==> config.mk <==
export PLATFORM = sky130hd
export DESIGN_NAME = line_decoder_arbiter
export DESIGN_NICKNAME = d
export VERILOG_FILES = /design/src/rtl/line_decoder_arbiter.sv
export SDC_FILE = /design/constraint.sdc
export NUM_CORES = 1
export LEC_CHECK = 0
export ABC_AREA = 1
export BUFFER_PORTS_ARGS = -buffer_cell sky130_fd_sc_hd__buf_4
export CORE_ASPECT_RATIO = 0.8
export CORE_MARGIN = 2
export CORE_UTILIZATION = 55
export CTS_CLUSTER_SIZE = 8
export DETAILED_ROUTE_END_ITERATION = 10
export PLACE_DENSITY = 0.78
export SLEW_MARGIN = 40
export SYNTH_ARGS = -nofsm -noshare
export SYNTH_HDL_FRONTEND = slang
export SYNTH_SLANG_ARGS = --single-unit
==> constraint.sdc <==
create_clock -name Clock -period 3.8 [get_ports Clock]
set_input_delay 0.57 -clock Clock [delete_from_list [all_inputs] [get_ports Clock]]
set_output_delay 0.57 -clock Clock [all_outputs]
set_load 0.005 [all_outputs]
==> src/rtl/line_decoder_arbiter.sv <==
// Round-robin arbiter driving a shared 3-to-8 decoder's Enable/A/B/C, plus a one-hot Grant in decoder bit order.
// Latency: a request sampled at an edge is granted at that edge; every handover inserts one RELEASE gap cycle.
// Backpressure: none; an owner holds until it drops Req (or, with LINE_ARB_BURST_LIMIT_EN, until BURST_MAX cycles with others waiting).
module line_decoder_arbiter #(
    parameter int BURST_MAX = 4
) (
    input  logic       Clock,
    input  logic       Resetn,
    input  logic [7:0] Req,
    output logic       Enable,
    output logic       A,
    output logic       B,
    output logic       C,
    output logic [7:0] Grant
);

    if (BURST_MAX < 1 || BURST_MAX > 255) begin : g_bad_burst_max
        $error("BURST_MAX must be in 1..255");
    end

    typedef enum logic [1:0] {IDLE, OWN, RELEASE} state_t;

    state_t     state_q, state_d;
    logic [2:0] ptr_q, ptr_d;
    logic [2:0] owner_q, owner_d;
    logic [2:0] abc_q, abc_d;
    logic       enable_q, enable_d;
    logic [7:0] grant_q, grant_d;
`ifdef LINE_ARB_BURST_LIMIT_EN
    logic [7:0] cnt_q, cnt_d;
    logic       others_vld;
`endif

    logic [7:0] req_by_idx;
    logic       win_vld;
    logic [2:0] win_idx;
    logic       drop_grant;

    // Requester k sits on Req[7-k]; flip once so everything below indexes by requester.
    always_comb begin
        req_by_idx = '0;
        for (int k = 0; k < 8; k++) begin
            req_by_idx[k] = Req[7-k];
        end
    end

    // Scan from the farthest offset down so the nearest request to ptr_q wins.
    always_comb begin
        win_vld = 1'b0;
        win_idx = ptr_q;
        for (int i = 7; i >= 0; i--) begin
            if (req_by_idx[ptr_q + 3'(i)]) begin
                win_vld = 1'b1;
                win_idx = ptr_q + 3'(i);
            end
        end
    end

`ifdef LINE_ARB_BURST_LIMIT_EN
    assign others_vld = |(req_by_idx & ~(8'h01 << owner_q));
`endif

    always_comb begin
        state_d    = state_q;
        ptr_d      = ptr_q;
        owner_d    = owner_q;
        abc_d      = abc_q;
        enable_d   = enable_q;
        grant_d    = grant_q;
        drop_grant = 1'b0;
`ifdef LINE_ARB_BURST_LIMIT_EN
        cnt_d      = cnt_q;
`endif
        case (state_q)
            IDLE, RELEASE: begin
                if (win_vld) begin
                    state_d  = OWN;
                    owner_d  = win_idx;
                    abc_d    = win_idx;
                    enable_d = 1'b1;
                    grant_d  = 8'h80 >> win_idx;
`ifdef LINE_ARB_BURST_LIMIT_EN
                    cnt_d    = 8'd1;
`endif
                end else begin
                    state_d  = IDLE;
                    enable_d = 1'b0;
                    grant_d  = 8'h00;
                end
            end
            OWN: begin
                if (!req_by_idx[owner_q]) begin
                    drop_grant = 1'b1;
`ifdef LINE_ARB_BURST_LIMIT_EN
                end else if (cnt_q == 8'(BURST_MAX) && others_vld) begin
                    drop_grant = 1'b1;
                end else if (cnt_q != 8'(BURST_MAX)) begin
                    cnt_d = cnt_q + 8'd1;
`endif
                end
                if (drop_grant) begin
                    state_d  = RELEASE;
                    ptr_d    = owner_q + 3'd1;
                    enable_d = 1'b0;
                    grant_d  = 8'h00;
                end
            end
            default: begin
                state_d  = IDLE;
                enable_d = 1'b0;
                grant_d  = 8'h00;
            end
        endcase
    end

    always_ff @(posedge Clock) begin
        if (!Resetn) begin
            state_q  <= IDLE;
            ptr_q    <= 3'd0;
            owner_q  <= 3'd0;
            abc_q    <= 3'd0;
            enable_q <= 1'b0;
            grant_q  <= 8'h00;
`ifdef LINE_ARB_BURST_LIMIT_EN
            cnt_q    <= 8'd0;
`endif
        end else begin
            state_q  <= state_d;
            ptr_q    <= ptr_d;
            owner_q  <= owner_d;
            abc_q    <= abc_d;
            enable_q <= enable_d;
            grant_q  <= grant_d;
`ifdef LINE_ARB_BURST_LIMIT_EN
            cnt_q    <= cnt_d;
`endif
        end
    end

    assign Enable    = enable_q;
    assign {A, B, C} = abc_q;
    assign Grant     = grant_q;

endmodule

==> flow_summary.yaml, run 1 <==
cells_and_area:
  fin_util_pct: 65.5
  antenna_cells: 0
  layout_common_cells: "nand2_1 (61), nand3_1 (34), buf_4 (21)"
  drive_gt1_share_pct: 28.7
  final_net_count: 254
  stdcell_area_um2: 1590
  area_delta_synth_final_pct: 13.5
  mostFrequentLayoutCell: "nand2_1"
  fill_cells: 231
clock_tree:
  cts_resized: 0
  cts_tree: "built"
  clockRootBuffer: "clkbuf_4"
  cts_sinks: 16
  cts_made_buffers: 3
  postCtsSetupBuffers: 0
  ctsHoldBuffers: 0
  cts.clk_slew.worst_paths_ns: 0.09
  clockBufferDepth: 2
  clk_latency_ns: 0.29
  htreeDepth: 1
logic_synthesis:
  synth_cell_type_count: 26
  synth_area_um2: 1400
  synthAdderAreaFrac_pct: 2.69
  synthMuxAreaShare_pct: 0
  synth-seq-area-share_pct: 22.9
  yosys.area_share.simple_pct: 46.6
  syn-instance-count: 221
  synth_top_family_by_area: "simple AND/OR/NAND/NOR gates"
  yosysWarnings: 0
  synth_fp_nets: 234
  synth_xor_area_share_pct: 2.60
  postSynthAreaPerCell_um2: 6.32
  synth-seq-cells: 16
  synth_compound_area_share_pct: 13.8
worst_setup_path:
  worst_path_most_repeated_cell: "nand2_1"
  path_class: "flop to flop"
  crit_slowest_cell: "dfxtp_1"
  arrival_ns: 3.00
  crit_path_end_kind: "flop"
  max_stage_delay_ns: 0.57
  regToRegEndpoint: "Grant[6]"
  r2r_slack_ns: 1.03
  critPathTopFamily: "simple AND/OR/NAND/NOR gates"
  startpoint_type: "flop"
  path_buf_inv: 2
  worstRegToRegCells: 15
  crit_fanout: 12
  r2r_start: "ptr_q[0]"
  crit_chain: "inv_2, ha_1, inv_2, nand3_1, nand3_1, nand2_1, a31oi_1, nand2_1, nand2_1, nand2_1, nand2_1, nand2_1, nor2_2, nand3_1, a21oi_1"
  worstSetupPathDepth: 15
  crit_start: "ptr_q[0]"
  crit_required_ns: 4.02
timing:
  period_minus_slack_ns: 2.77
  max_freq_mhz: 361
  rsz0062_at_grt: "no"
  finClkSkew_ns: 0.00349
  setup_violations: 0
  hold_viol: 0
  finalCritPeriodShare_pct: 72.9
  relSlewSlack_pct: 69.1
  worst_slew_pin_slew_ns: 0.463
  finalMaxSlewViolations: 0
  setup_tns_ns: 0
hold_path:
  hold_start: "Grant[3]"
  hold_end: "Grant[3]"
  hold_path_class: "flop to flop"
  hold_path_depth: 2
power:
  powerDensity_nw_per_um2: 894
  ir_worst_vdd_uv: 429
  total_power_mw: 1.42
  leakagePower_nw: 0.797
floorplan:
  dieArea_um2: 2960
  start_util_pct: 57.7
  rows: 16
  die_h_um: 49.1
  die_x_um: 60.4
  io_pins: 22
  core-area_um2: 2420
global_route:
  grt_pass1_wl_um: 5920
  gr-total-overflow: 0
  antenna_found_initial: 0
  grt_usage_pct: 26.0
  grt_pass1_vias: 1301
  grt_max_degree: 13
route:
  vias: 1457
  wl_per_cell_um: 12.3
  vias_per_cell: 5.28
  drt_wl_total_um: 3400
  drt_iter0_drc: 72
  first_pass_iters: 4
  antenna_left: 0
  drc: 0
placed_design:
  post-dp-hpwl_um: 2790
  port_buffers: 21
  gp_congestion: 0.970
  placed_cell_area_um2: 1550
status:
  status: "completed"
run:
  max_cap_viol_count: 0
[cells by family after synthesis]
logic type / Yosys count
fa+ha+maj: 3
xor+xnor: 2
buf+inv: 34
simple gates: 133
compound gates: 33
flops: 16
[synthesized netlist by cell type]
library cell / n / share of area [%]
ha_1: 3 / 2.7
dfxtp_1: 16 / 23
nand3_1: 34 / 12
nand3_2: 8 / 5.7
buf_2: 1 / 0.36
nor3_1: 1 / 0.36
o21ai_1: 1 / 0.36
o221ai_1: 2 / 1.3
nor2_2: 3 / 1.3
a31oi_1: 1 / 0.45
buf_6: 3 / 2.4
nand2_2: 16 / 7.2
a21oi_2: 5 / 3.1
inv_4: 2 / 0.90
inv_2: 8 / 2.1
nand2_4: 1 / 0.81
nand4_1: 1 / 0.45
buf_4: 1 / 0.54
nand2_1: 61 / 16
o21ai_0: 9 / 3.2
nor2_1: 8 / 2.1
clkbuf_1: 1 / 0.27
a21oi_1: 15 / 5.4
inv_1: 18 / 4.8
xor2_1: 1 / 0.63
xor2_4: 1 / 2.0
[layout make-up]
type / instances / area, um^2 / share of cell area, %
multi-input combinational: 171 / 917 / 57.8
sequential: 16 / 320 / 20.2
timing repair buffer: 21 / 158 / 9.94
inverter: 28 / 110 / 6.94
tap: 36 / 45.0 / 2.84
clock buffer: 4 / 36.3 / 2.29
[how the worst max path moves through the flow]
stage	end	slack, ns
floorplan	abc_q[1]	1.66
global placement	Grant[2]	1.15
detailed placement	Grant[2]	1.09
CTS	Grant[2]	1.08
global route	Grant[6]	0.77
finish	Grant[6]	1.03
[state kept, by name, indices dropped and copies added, names as in the netlist]
signal and flops:
state_q 2, abc_q 3, ptr_q 3, Grant 8
[power by group]
part / switching (mW) / internal, mW / total (mW)
Combinational: 0.651 / 0.361 / 1.01
Sequential: 0.0722 / 0.222 / 0.295
Clock: 0.0531 / 0.0584 / 0.112
Total: 0.776 / 0.642 / 1.42
[through the flow]
stage                     cells  setup slack (ns)  hold WS, ns
final                       276              1.03        0.468
after global routing        276             0.767        0.503
after CTS                   276              1.08        0.473
after detailed placement    272              1.09        0.460
after global placement      272              1.15        0.458
after floorplan             221              1.66        0.462
[tightest hold or removal path, cell delays in order (launching register included)]
cell and delay (ns):
dfxtp_1 0.32, nand2_1 0.06, a21oi_1 0.05
[layer usage]
| metal | vias up | routed length [um] | GRT usage [%] |
|---|---|---|---|
| met5 | - | 0 | 0 |
| met1 | 634 | 1700 | 43.0 |
| met4 | 0 | 27 | 5.93 |
| met3 | 4 | 333 | 7.69 |
| met2 | 57 | 1340 | 31.9 |
| li1 | 762 | - | - |
(Power assumes the default switching activity.)
==> run 2, diff against run 1 <==
Clock period 3.8 ns to 2.6 ns, I/O delays scaled along.
==> flow_summary.yaml, run 2 (synthesized netlist as in run 1, its figures left out) <==
status:
  status: "completed"
floorplan:
  rows: 16
  die_x_um: 60.4
  dieArea_um2: 2960
  io_pins: 22
  die_h_um: 49.1
  start_util_pct: 57.7
  core-area_um2: 2420
power:
  powerDensity_nw_per_um2: 1310
  ir_worst_vdd_uv: 672
  leakagePower_nw: 0.816
clock_tree:
  postCtsSetupBuffers: 0
  htreeDepth: 1
  cts_sinks: 16
  ctsHoldBuffers: 0
  cts.clk_slew.worst_paths_ns: 0.10
  cts_tree: "built"
  clockRootBuffer: "clkbuf_4"
  clockBufferDepth: 2
  cts_made_buffers: 3
  clk_latency_ns: 0.29
timing:
  rsz0062_at_grt: "no"
  worst_slack_ns: 0.290
  period_minus_slack_ns: 2.31
  setup_violations: 0
  max_freq_mhz: 433
  relSlewSlack_pct: 72.4
  finalMaxSlewViolations: 0
  finalCritPeriodShare_pct: 88.8
  hold_viol: 0
  finClkSkew_ns: 0.00575
  worst_slew_pin_slew_ns: 0.413
  setup_tns_ns: 0
cells_and_area:
  antenna_cells: 0
  layout_common_cells: "nand2_1 (61), nand3_1 (34), buf_4 (25)"
  fin_util_pct: 66.8
  stdcell_area_um2: 1620
  area_delta_synth_final_pct: 15.8
  fill_cells: 220
  mostFrequentLayoutCell: "nand2_1"
  final_net_count: 258
  largest_reg_flops: 8
  drive_gt1_share_pct: 30.3
worst_setup_path:
  crit_required_ns: 2.82
  arrival_ns: 2.53
  crit_fanout: 9
  path_class: "flop to flop"
  r2r_slack_ns: 0.29
  startpoint_type: "flop"
  crit_path_end_kind: "flop"
global_route:
  antenna_found_initial: 0
  grt_pass1_vias: 1319
  grt_pass1_wl_um: 6110
  grt_usage_pct: 26.7
  gr-total-overflow: 0
  grt_max_degree: 12
run:
  max_cap_viol_count: 0
placed_design:
  dp_slack_ns: 0.287
  gp_congestion: 0.999
  post-dp-hpwl_um: 2790
  placed_cell_area_um2: 1580
  port_buffers: 21
route:
  vias_per_cell: 5.47
  drc: 0
  wl_per_cell_um: 12.7
  drt_wl_total_um: 3550
  first_pass_iters: 4
  antenna_left: 0
  vias: 1531
  drt_iter0_drc: 88
hold_path:
  hold_path_class: "primary input to flop"
==> run 2: cell types whose count changed in the layout (fill, tap and decap cells not counted), sizes merged <==
cell	before	now
buf	21	25
==> run 2: final timing paths <==
kind	startpoint	cells after the start	to
max	ptr_q[1]	14	Grant[3]
min	Resetn	3	abc_q[2]
max reg2reg	ptr_q[1]	14	Grant[3]
min reg2reg	Grant[2]	2	Grant[2]
==> run 2: repair_timing <==
item | 4_1_cts | 5_1_grt
resized for setup | 0 | 1
setup endpoints to repair | 0 | 1
hold endpoints to repair | 0 | 0
==> run 2: layout make-up <==
class                   instances  area [um^2]  share of cell area (%)
clock buffers                   4         36.3                    2.24
inverters                      28          110                    6.80
multi-input cells             171          920                    56.8
flip-flops and latches         16          320                    19.8
well taps                      36         45.0                    2.78
repair buffers                 25          188                    11.6
==> run 2: power by group <==
group | internal (mW) | switching [mW]
sequential | 0.325 | 0.0789
clock | 0.0852 | 0.0808
combinational | 0.556 | 0.996
==> run 2: critical path, stage by stage, from the launching register on <==
cell	delay, ns
dfxtp_1	0.38
inv_4	0.08
ha_2	0.42
inv_2	0.09
nand3_1	0.12
nand3_1	0.10
nand2_1	0.12
nor2_1	0.05
nand2_1	0.07
nor3_1	0.05
nand4_1	0.10
nand2_2	0.12
a21oi_2	0.26
nand3_1	0.12
a21oi_1	0.14
==> run 2: routing by layer <==
| layer | global-route usage, % | wire length, um |
|---|---|---|
| met1 | 42.0 | 1690 |
| met3 | 6.37 | 301 |
| met2 | 36.6 | 1530 |
| met5 | 0 | 0 |
| met4 | 4.81 | 25 |
==> run 2: through the flow <==
stage | total power [mW] | std cells | hold WS [ns]
after detailed placement | 1.92 | 276 | 0.465
after floorplan | 1.58 | 221 | 0.462
final | 2.12 | 280 | 0.351
after CTS | 2.10 | 280 | 0.341
after global placement | 1.93 | 276 | 0.456
after global routing | 2.36 | 280 | 0.347
